<file path="config.mk">
export PLATFORM = sky130hd
export DESIGN_NAME = spi_slave_fsm
export DESIGN_NICKNAME = d
export VERILOG_FILES = /design/src/rtl/spi_slave_fsm.sv
export SDC_FILE = /design/constraint.sdc
export NUM_CORES = 1
export LEC_CHECK = 0
export CAP_MARGIN = 20
export CORE_MARGIN = 5
export CORE_UTILIZATION = 49
export DETAILED_ROUTE_END_ITERATION = 10
export PLACE_DENSITY = 0.81
export SYNTH_ARGS = -nofsm -noshare
export SYNTH_HDL_FRONTEND = slang
export SYNTH_SLANG_ARGS = --single-unit
</file>
<file path="constraint.sdc">
create_clock -name clk -period 1.9 [get_ports clk]
set_clock_uncertainty 0.05 [all_clocks]
set_input_delay 0.475 -clock clk [delete_from_list [all_inputs] [get_ports clk]]
set_output_delay 0.475 -clock clk [all_outputs]
set_load 0.1 [all_outputs]
</file>
<file path="src/rtl/spi_slave_fsm.sv">
// SPI slave front end: deserialises {cmd, payload} frames from MOSI and
// serialises the RAM read byte back onto MISO. One SPI bit per clk edge.
module spi_slave_fsm #(
  parameter int unsigned DATA_W = 8
) (
  input  logic              clk,
  input  logic              rst_n,
  input  logic              SS_n,
  input  logic              MOSI,
  output logic              MISO,
  output logic [DATA_W+1:0] rx_data,
  output logic              rx_valid,
  input  logic [DATA_W-1:0] tx_data,
  input  logic              tx_valid
);

  localparam int unsigned FrameW = DATA_W + 2;
  localparam int unsigned CntW   = $clog2(FrameW + 1);

  // Bit count of the last frame bit, and the count meaning "frame complete".
  localparam logic [CntW-1:0] CntLast = CntW'(FrameW - 1);
  localparam logic [CntW-1:0] CntFull = CntW'(FrameW);
  localparam logic [CntW-1:0] TxLast  = CntW'(DATA_W - 1);

  typedef enum logic [2:0] {
    StIdle,
    StChkCmd,
    StWrite,
    StReadAdd,
    StReadData
  } state_e;

  state_e            state_q, state_d;
  logic [CntW-1:0]   cnt_q, cnt_d;
  logic [DATA_W:0]   shift_q, shift_d;
  logic [DATA_W+1:0] rx_data_q, rx_data_d;
  logic              rx_valid_q, rx_valid_d;
  logic              miso_q, miso_d;
  logic              rd_addr_seen_q, rd_addr_seen_d;
  logic [DATA_W-1:0] tx_shift_q, tx_shift_d;
  logic [CntW-1:0]   tx_left_q, tx_left_d;
  logic              tx_busy_q, tx_busy_d;
  logic              tx_done_q, tx_done_d;

  logic frame_done;
  assign frame_done = (cnt_q == CntFull);

  // Next-state logic for frame reception, readback serialisation and abort.
  always_comb begin
    state_d        = state_q;
    cnt_d          = cnt_q;
    shift_d        = shift_q;
    rx_data_d      = rx_data_q;
    rx_valid_d     = 1'b0;
    miso_d         = miso_q;
    rd_addr_seen_d = rd_addr_seen_q;
    tx_shift_d     = tx_shift_q;
    tx_left_d      = tx_left_q;
    tx_busy_d      = tx_busy_q;
    tx_done_d      = tx_done_q;

    if (SS_n && (state_q != StIdle)) begin
      // Abort: drop the partial frame/readback, keep rd_addr_seen as is.
      state_d   = StIdle;
      cnt_d     = '0;
      miso_d    = 1'b0;
      tx_busy_d = 1'b0;
      tx_done_d = 1'b0;
    end else begin
      unique case (state_q)
        StIdle: begin
          if (!SS_n) begin
            state_d = StChkCmd;
            cnt_d   = '0;
          end
        end

        StChkCmd: begin
          shift_d   = {{DATA_W{1'b0}}, MOSI};
          cnt_d     = CntW'(1);
          tx_busy_d = 1'b0;
          tx_done_d = 1'b0;
          if (!MOSI) begin
            state_d = StWrite;
          end else if (rd_addr_seen_q) begin
            state_d = StReadData;
          end else begin
            state_d = StReadAdd;
          end
        end

        StWrite, StReadAdd, StReadData: begin
          if (!frame_done) begin
            shift_d = {shift_q[DATA_W-1:0], MOSI};
            cnt_d   = cnt_q + CntW'(1);
            if (cnt_q == CntLast) begin
              rx_data_d  = {shift_q, MOSI};
              rx_valid_d = 1'b1;
              if (state_q == StReadAdd) begin
                rd_addr_seen_d = 1'b1;
              end
            end
          end else if (state_q == StReadData) begin
            if (tx_busy_q) begin
              if (tx_left_q != '0) begin
                miso_d     = tx_shift_q[DATA_W-1];
                tx_shift_d = tx_shift_q << 1;
                tx_left_d  = tx_left_q - CntW'(1);
              end else begin
                miso_d         = 1'b0;
                tx_busy_d      = 1'b0;
                tx_done_d      = 1'b1;
                rd_addr_seen_d = 1'b0;
              end
            end else if (!tx_done_q && tx_valid) begin
              // MSB goes out now; the rest follow on consecutive edges.
              miso_d     = tx_data[DATA_W-1];
              tx_shift_d = tx_data << 1;
              tx_left_d  = TxLast;
              tx_busy_d  = 1'b1;
            end
          end
        end

        default: state_d = StIdle;
      endcase
    end
  end

  // State registers with synchronous active-low reset.
  always_ff @(posedge clk) begin
    if (!rst_n) begin
      state_q        <= StIdle;
      cnt_q          <= '0;
      shift_q        <= '0;
      rx_data_q      <= '0;
      rx_valid_q     <= 1'b0;
      miso_q         <= 1'b0;
      rd_addr_seen_q <= 1'b0;
      tx_shift_q     <= '0;
      tx_left_q      <= '0;
      tx_busy_q      <= 1'b0;
      tx_done_q      <= 1'b0;
    end else begin
      state_q        <= state_d;
      cnt_q          <= cnt_d;
      shift_q        <= shift_d;
      rx_data_q      <= rx_data_d;
      rx_valid_q     <= rx_valid_d;
      miso_q         <= miso_d;
      rd_addr_seen_q <= rd_addr_seen_d;
      tx_shift_q     <= tx_shift_d;
      tx_left_q      <= tx_left_d;
      tx_busy_q      <= tx_busy_d;
      tx_done_q      <= tx_done_d;
    end
  end

  assign MISO     = miso_q;
  assign rx_data  = rx_data_q;
  assign rx_valid = rx_valid_q;

endmodule
</file>
## Word level (Yosys, flattened, before mapping)

Cells that the tools add are included.

- Word-level logic and storage cells: 92
- Bits in registers: 43
- Input port bits: 13

- Equal/unequal tests: 16
- Add/subtract/negate cells: 2
- Multiplexer cells: 36
- Reduce and logical (&&, ||, !) cells: 23
- Bitwise operators: 4

Operators by type and width:

| kind | number |
|---|---|
| two-way mux 8 bit | 3 |
| two-way mux 4 bit | 5 |
| two-way mux 1 bit | 19 |
| case mux 9 bit (2 select lines) | 1 |
| != test 2 bit (second input constant) | 8 |
| case mux 4 bit (3 select lines) | 1 |
| two-way mux 3 bit | 3 |
| two-way mux 9 bit | 1 |
| case mux 3 bit (3 select lines) | 1 |
| AND reduction 3 bit | 3 |
| == test 4 bit (second input constant) | 2 |
| AND reduction 4 bit | 2 |
| nonzero test 2 bit | 4 |
| AND reduction 7 bit | 1 |
| == test 3 x 2 -> 1 bit (second input constant) | 2 |
| AND reduction 6 bit | 1 |
| nonzero test 3 bit | 2 |
| AND reduction 5 bit | 1 |
| adder 4 x 1 -> 4 bit (second input constant) | 1 |
| != test 2 x 1 -> 1 bit (second input constant) | 2 |
| NOT 1 bit | 4 |
| case mux 1 bit (2 select lines) | 2 |
| nonzero test 4 bit | 1 |
| OR reduction 4 bit | 1 |
| other kinds (9) | 10 |

## Longest topological paths before layout

Gate-level depths: netlist (run 1).

- Word-level depth: 7
- Depth in mapped cells: 7

## Least setup slack after synthesis (run 1)

OpenSTA, ideal clock, no wires.

- Path type: flip-flop to flip-flop
- Start point: reg cnt_q[0]
- End point: reg rd_addr_seen_q
- Stages on the path, launching flop included: 8
- Clock period less this slack: 1823 ps
- Arrival time: 1686 ps
- Slack: 77 ps
- Data required time: 1763 ps
- Setup time: 87 ps
- Cell sequence: dfxtp_1 inv_1 ha_1 and3b_1 clkbuf_1 a2111oi_4 nand4_1 o31ai_1

- Word-level cells in the longest chain between the ends: 3

Ends and longest elaborated chain:

| item | line | source |
|---|---|---|
| start, declared | 34 | `logic [CntW-1:0] cnt_q, cnt_d;` |
| start signal, assigned | 146 | `cnt_q <= cnt_d;` |
| == test 4 bit, on equally long branches | 46, 96 |  |
| != test 2 bit (no line) (tied with other cells) | n/a |  |
| AND reduction 7 bit (no line) | n/a |  |
| end signal, assigned | 151 | `rd_addr_seen_q <= rd_addr_seen_d;` |
| end, declared | 39 | `logic rd_addr_seen_q, rd_addr_seen_d;` |

Several ways; a longest one is shown, not always the timed one.
A chain may end at the register's enable or synchronous reset.

## Final worst setup path (run 1)

Same ends and word-level chain as after synthesis.

==> results of run 1 <==
## cells by family after synthesis
family / after synthesis
AND/OR/NAND/NOR: 62
buffers and inverters: 25
adder cells (fa/ha/maj): 4
flip-flops: 42
AO/OA/AOI/OAI: 55
multiplexers: 21
## power by group through the flow
stage	registers [mW]	logic (mW)	clock network (mW)
after floorplan	0.914	0.0885	0
after global placement	0.916	0.154	0
after detailed placement	0.916	0.156	0
after CTS	0.895	0.157	0.612
after global routing	0.898	0.176	0.657
final	0.896	0.160	0.600
## layer usage
layer,up-vias,track usage (%),part of all wire (%)
met5,-,0,0
met4,0,7.24,1.7
met3,6,5.20,4.7
met2,30,29.9,48
met1,794,23.2,45
li1,853,-,-
## critical path, cell delays in order (launching register included)
cell      delay (ns)
dfxtp_2         0.33
inv_1           0.07
ha_2            0.22
and3b_1         0.36
nand4_1         0.21
a211oi_1        0.32
o31ai_1         0.10
## cell type report
| class | count | area share [%] |
|---|---|---|
| multi-input cells | 142 | 39.9 |
| flip-flops and latches | 42 | 31.8 |
| repair buffers | 46 | 20.9 |
| clock buffers | 6 | 3.11 |
| well taps | 50 | 2.36 |
| inverters | 10 | 1.42 |
| clock inverters | 2 | 0.472 |
## synth_stat cells (3+ instances only)
master	count
a32o_1	3
nand4_1	4
nand2b_1	4
nor3_1	3
a32o_2	5
o31ai_1	3
inv_1	10
nand3_1	4
o211ai_1	3
o21ai_0	3
clkbuf_1	12
nor2_1	14
ha_1	4
nand2_1	13
nor2b_1	3
a211oi_1	9
dfxtp_1	42
mux2i_1	20
a21oi_1	13
## metrics by stage
stage / cells / util, %
after global routing: 298 / 66.8
after floorplan: 209 / -
after global placement: 289 / 63.5
after detailed placement: 289 / 63.5
final: 298 / 66.8
after CTS: 297 / 65.9
## worst max-delay path by stage
stage / depth (start not counted) / startpoint / slack [ns] / endpoint
after floorplan: 7 / cnt_q[0]$_SDFFE_PP0P_ / 0.08 / rd_addr_seen_q$_SDFFE_PN0P_
after global routing: 4 / state_q[1]$_SDFFE_PP0P_ / -0.008 / cnt_q[3]$_SDFFE_PP0P_
after CTS: 4 / state_q[2]$_SDFFE_PP0P_ / 0.05 / shift_q[6]$_SDFFE_PN0P_
after global placement: 5 / SS_n / -0.08 / cnt_q[3]$_SDFFE_PP0P_
final: 6 / cnt_q[0]$_SDFFE_PP0P_ / 0.13 / rd_addr_seen_q$_SDFFE_PN0P_
after detailed placement: 5 / SS_n / -0.15 / cnt_q[3]$_SDFFE_PP0P_
## registers in the layout (all words and copies together), names as in the netlist
register	cells
shift_q	9
tx_busy_q	1
rx_valid	1
MISO	1
tx_done_q	1
cnt_q	4
tx_shift_q	7
rx_data	10
state_q	3
rd_addr_seen_q	1
tx_left_q	4
==> flow_metrics.tcl, run 1 <==
set metrics [dict create \
    synth_area_um2 1990 \
    synth_warnings 0 \
    final_common_cell "dfxtp_1" \
    seq_area_frac_synth_pct 42.3 \
    post_cts_resized 0 \
    post-route-cell-area_um2 2650 \
    min_path_type "register to register" \
    grt_pass1_vias 1673 \
    root_buffer "clkbuf_8" \
    antenna_left 0 \
    synthFlopType "dfxtp_1" \
    synth.avg_cell_area_um2 9.51 \
    cts_tree "yes" \
    endpoint_kind "register" \
    vdd_drop_max_v 0.000635 \
    powerDensity_nw_per_um2 624 \
    path_clk_slew_ns 0.08 \
    area_delta_synth_final_pct 33.4 \
    power.internal_mw 1.26 \
    initialDrtViolationCount 113 \
    finalSetupViolCount 0 \
    setup.worst_path.start_class "register" \
    floorplan.initialDensity_pct 50.1 \
    max_freq_ghz 0.564 \
    design.die.area_um2 5430 \
    synth_compound_area_share_pct 21.5 \
    rr_worst_depth 6 \
    vias_per_cell 5.65 \
    post_cts_buffers 0 \
    syn_inst 209 \
    synth-adder-area-share_pct 2.52 \
    io_buffers 24 \
    core_region_area_um2 3970 \
    post-route-min-period_ns 1.77 \
    p_total_mw 1.66 \
    nNetsFinal 264 \
    tightest_slew_ns 0.442 \
    worst_hold_path.endpoint "tx_done_q$_SDFFE_PP0P_" \
    syn_nets 226 \
    cts_hold_buf 0 \
    finalSetupTns_ns 0 \
    r2r_end "rd_addr_seen_q$_SDFFE_PN0P_" \
    post-place-ws_ns -0.152 \
    seqPwrFrac_pct 54.1 \
    most-common-layout-cells "dfxtp_1, mux2i_1, buf_4" \
    pwr-share-comb_pct 9.7 \
    yosys_register_bits 42 \
    r2r_slack_ns 0.13 \
    cts_sinks 42 \
    r2r_start "cnt_q[0]$_SDFFE_PP0P_" \
    die_h_um 73.7 \
    timing.hold.ws_ns 0.396 \
    routed_wl_um 4480 \
    synth_edf_count 0 \
    hold_depth 2 \
    cts_buffers 5 \
    grt_max_degree 21 \
    num_rows 23 \
    cp.required_ns 2.03 \
    overflow 0 \
    yosysUniqueCellTypes 51 \
    first_pass_iters 4 \
    antenna_found_initial 0 \
    sw_frac_of_total_pct 24.0 \
    clk_latency_ns 0.30 \
    power.switching_uw 398 \
    critPathKind "register to register" \
    post_dp_cell_area_um2 2520 \
    cts_max_path_buffers 2 \
    grt_pass1_wl_um 7860 \
    clockPowerShare_pct 36.2 \
    grt_usage_pct 18.5 \
    maxSlewHeadroom_pct 70.4 \
    setup_ws_ns 0.127 \
    antenna_cells 0 \
    dpl.hpwl_um 3150 \
    seqCellArea_um2 845 \
    max-cap-violations 0 \
    synth_top_family_by_area "compound AO/OA/AOI/OAI gates" \
    n_fill_cell 306 \
    crit_fanout 6 \
    num_io_pins 25 \
    hold_viol_final 0 \
    holdCritStartpoint "tx_done_q$_SDFFE_PP0P_" \
    grt_setup_unrepaired "yes" \
    p_leak_nw 1.07 \
    finalCritPeriodShare_pct 93.3 \
    finalWeightedCongestion 0.858 \
    ys_top_cells_by_area "dfxtp_1, mux2i_1, a211oi_1" \
    cp_data_arrival_time_ns 1.91 \
    synth-async-reset-ratio_pct 0 \
    synth.top_cell.area_share_pct 42.3 \
    yosys.area_share.simple_pct 17.6 \
    synth_xor_xnor_area_share_pct 0 \
    drv_slew 0 \
    wire_per_inst_um 15.0 \
    run_status "finished clean" \
    via_count 1683 \
    die_x_um 73.7 \
    yosys.area.top_type "dfxtp_1" \
    drive_gt1_share_pct 23.0 \
    multi_input_area_um2 1060 \
    synth.area.mux_share_pct 10.6 \
    drc_errors 0 \
    cts.htree.levels 2 \
]
Note: power is estimated with default switching activity, not from simulation.
==> run 2, diff against run 1 <==
--- a/config.mk
+++ b/config.mk
@@ -7,9 +7,11 @@
 export LEC_CHECK = 0
 export CAP_MARGIN = 20
 export CORE_MARGIN = 5
-export CORE_UTILIZATION = 49
+export CORE_UTILIZATION = 56
 export DETAILED_ROUTE_END_ITERATION = 10
-export PLACE_DENSITY = 0.81
+export DONT_BUFFER_PORTS = 1
+export PLACE_DENSITY = 0.8
+export SKIP_LAST_GASP = 1
 export SYNTH_ARGS = -nofsm -noshare
 export SYNTH_HDL_FRONTEND = slang
 export SYNTH_SLANG_ARGS = --single-unit
==> run 2 against run 1 <==
Compared with the run above:
- first-iteration DRC count rose by 14%
- highest routed layer unchanged
- critical path type unchanged
- maximum frequency fell by 3.7%
- die area fell by 11%
- largest power group unchanged
- via count fell by 1.7%
- design area fell by 15%
- largest cell class unchanged
- register-to-register slack got worse by 0.07 ns
- clock power fell by 5.7%
- global-route usage fell by 0.20 points
- critical endpoint is now shift_q[3]$_SDFFE_PN0P_
- combinational power fell by 31%
- sequential share of layout area rose by 5.4 points
- hold slack got worse by 0.27 ns
- clock-buffer cell count did not move
==> flow_metrics.tcl, run 2 (synthesized netlist as in run 1, its figures left out) <==
set metrics [dict create \
    vdd_drop_max_v 0.000525 \
    critPathLaunch "cnt_q[0]$_SDFFE_PP0P_" \
    drive_gt1_share_pct 19.8 \
    drc_errors 0 \
    r2r_end "shift_q[3]$_SDFFE_PN0P_" \
    post-route-min-period_ns 1.84 \
    root_buffer "clkbuf_4" \
    cp.required_ns 2.15 \
    wire_per_inst_um 15.8 \
    cts.htree.levels 2 \
    grt_max_degree 21 \
    initialDrtViolationCount 129 \
    r2r_slack_ns 0.06 \
    die_h_um 69.6 \
    overflow 0 \
    placed_cells 262 \
    io_buffers 0 \
    finalCritPeriodShare_pct 96.9 \
    powerDensity_nw_per_um2 695 \
    crit_family "compound AO/OA/AOI/OAI gates" \
    area_delta_synth_final_pct 14.0 \
    cp_num_buf_inv 2 \
    min_path_type "input pin to register" \
    finalWeightedCongestion 0.860 \
    tightest_slew_ns 0.493 \
    die_x_um 69.6 \
    first_pass_iters 4 \
    antenna_cells 0 \
    maxSlewHeadroom_pct 67.0 \
    antenna_found_initial 0 \
    grt_pass1_vias 1615 \
    nNetsFinal 243 \
    p_total_mw 1.58 \
    num_rows 21 \
    design.die.area_um2 4840 \
    antenna_left 0 \
    cts_hold_buf 0 \
    num_io_pins 25 \
    cts_tree "yes" \
    post_dp_cell_area_um2 2140 \
    routed_wl_um 4310 \
    crit_fanout 8 \
    max_freq_ghz 0.543 \
    grt_usage_pct 18.3 \
    endpoint_kind "register" \
    max-cap-violations 0 \
    via_count 1655 \
    layout.cells.non_filler 273 \
    cts_max_path_buffers 2 \
    slowest_stage "a2111oi_4" \
    worstPathCellList "inv_1 -> ha_1 -> and3b_1 -> a2111oi_4 -> buf_4 -> a32o_1" \
    run_status "finished clean" \
    clk_latency_ns 0.36 \
    n_fill_cell 266 \
    p_leak_nw 0.936 \
    cp_data_arrival_time_ns 2.10 \
    grt_pass1_wl_um 7210 \
    drv_slew 0 \
    setup.worst_path.start_class "register" \
    rr_worst_depth 6 \
    worstSetupEndpoint "shift_q[3]$_SDFFE_PN0P_" \
    max_stage_delay_ns 0.44 \
    most-common-layout-cells "dfxtp_1, buf_4, mux2i_1" \
    largest_reg_flops 10 \
    floorplan.initialDensity_pct 58.7 \
    post-route-cell-area_um2 2270 \
    critPathKind "register to register" \
    path_clk_slew_ns 0.12 \
    final_common_cell "dfxtp_1" \
    cts_buffers 5 \
    r2r_start "cnt_q[0]$_SDFFE_PP0P_" \
    vias_per_cell 6.06 \
    cp.depth 6 \
    hold_viol_final 0 \
    core_region_area_um2 3390 \
    finalSetupViolCount 0 \
    cts_sinks 42 \
    dpl.hpwl_um 3110 \
]
-- run 2: worst min path at each step --
stage / start / to / slack [ns] / depth (start not counted)
finish: SS_n / state_q[0]$_SDFFE_PP0P_ / 0.13 / 1
global route: SS_n / state_q[0]$_SDFFE_PP0P_ / 0.12 / 1
CTS: SS_n / state_q[0]$_SDFFE_PP0P_ / 0.12 / 1
detailed placement: tx_done_q$_SDFFE_PP0P_ / tx_done_q$_SDFFE_PP0P_ / 0.40 / 2
global placement: tx_done_q$_SDFFE_PP0P_ / tx_done_q$_SDFFE_PP0P_ / 0.39 / 2
floorplan: tx_done_q$_SDFFE_PP0P_ / tx_done_q$_SDFFE_PP0P_ / 0.37 / 2
-- run 2: per-stage QoR --
step / setup TNS [ns] / setup slack (ns) / util, % / hold slack, ns
3_5_place_dp: 0 / 0.0315 / 63.1 / 0.397
4_1_cts: 0 / 0.00125 / 65.4 / 0.119
5_1_grt: -0.00290 / -0.00290 / 66.9 / 0.119
6_report: 0 / 0.0582 / 66.9 / 0.130
3_3_place_gp: 0 / 0.109 / 63.1 / 0.387
2_1_floorplan: 0 / 0.0769 / - / 0.371
-- run 2: cell type report --
cell class                      count  area (um^2)  area share (%)
Clock buffer                        6         41.3            1.82
Clock inverter                      2         37.5            1.66
Inverter                           10         37.5            1.66
Multi-Input combinational cell    142         1050            46.1
Sequential cell                    42          843            37.2
Tap cell                           46         57.6            2.54
Timing Repair Buffer               25          204            9.00
-- run 2: routing by layer --
metal / track usage (%) / up-vias / wire length [um]
li1: - / 809 / -
met4: 7.81 / 0 / 65
met3: 4.93 / 5 / 241
met2: 30.6 / 41 / 2080
met1: 22.0 / 800 / 1920
met5: 0 / - / 0
-- run 2: report_power, final --
group	switching, mW	internal [mW]	leakage, nW
combinational	0.0649	0.0448	0.557
sequential	0.0117	0.888	0.340
clock	0.288	0.278	0.0385
-- run 2: worst register-to-register path, delay by kind of cell, from the launching register on --
family,cells,cell delay (ns)
adders and majority gates,1,0.23
DFF,1,0.36
AOI/OAI and AO/OA,2,0.57
buffers and inverters,2,0.31
and+or+nand+nor,1,0.28
-- run 2: repair_timing --
item                                   in CTS  in global routing
setup endpoints to repair                   0                 28
setup buffers                               0                  3
endpoints found under the hold margin       0                  0
gates resized for setup                     0                  6
==> run 3, diff against run 2 <==
--- a/config.mk
+++ b/config.mk
@@ -11,6 +11,7 @@
 export DETAILED_ROUTE_END_ITERATION = 10
 export DONT_BUFFER_PORTS = 1
 export PLACE_DENSITY = 0.8
+export SKIP_CTS_REPAIR_TIMING = 1
 export SKIP_LAST_GASP = 1
 export SYNTH_ARGS = -nofsm -noshare
 export SYNTH_HDL_FRONTEND = slang
==> results of run 3 <==
Same layout as run 2: the final DEF is identical, and so are final timing and power.
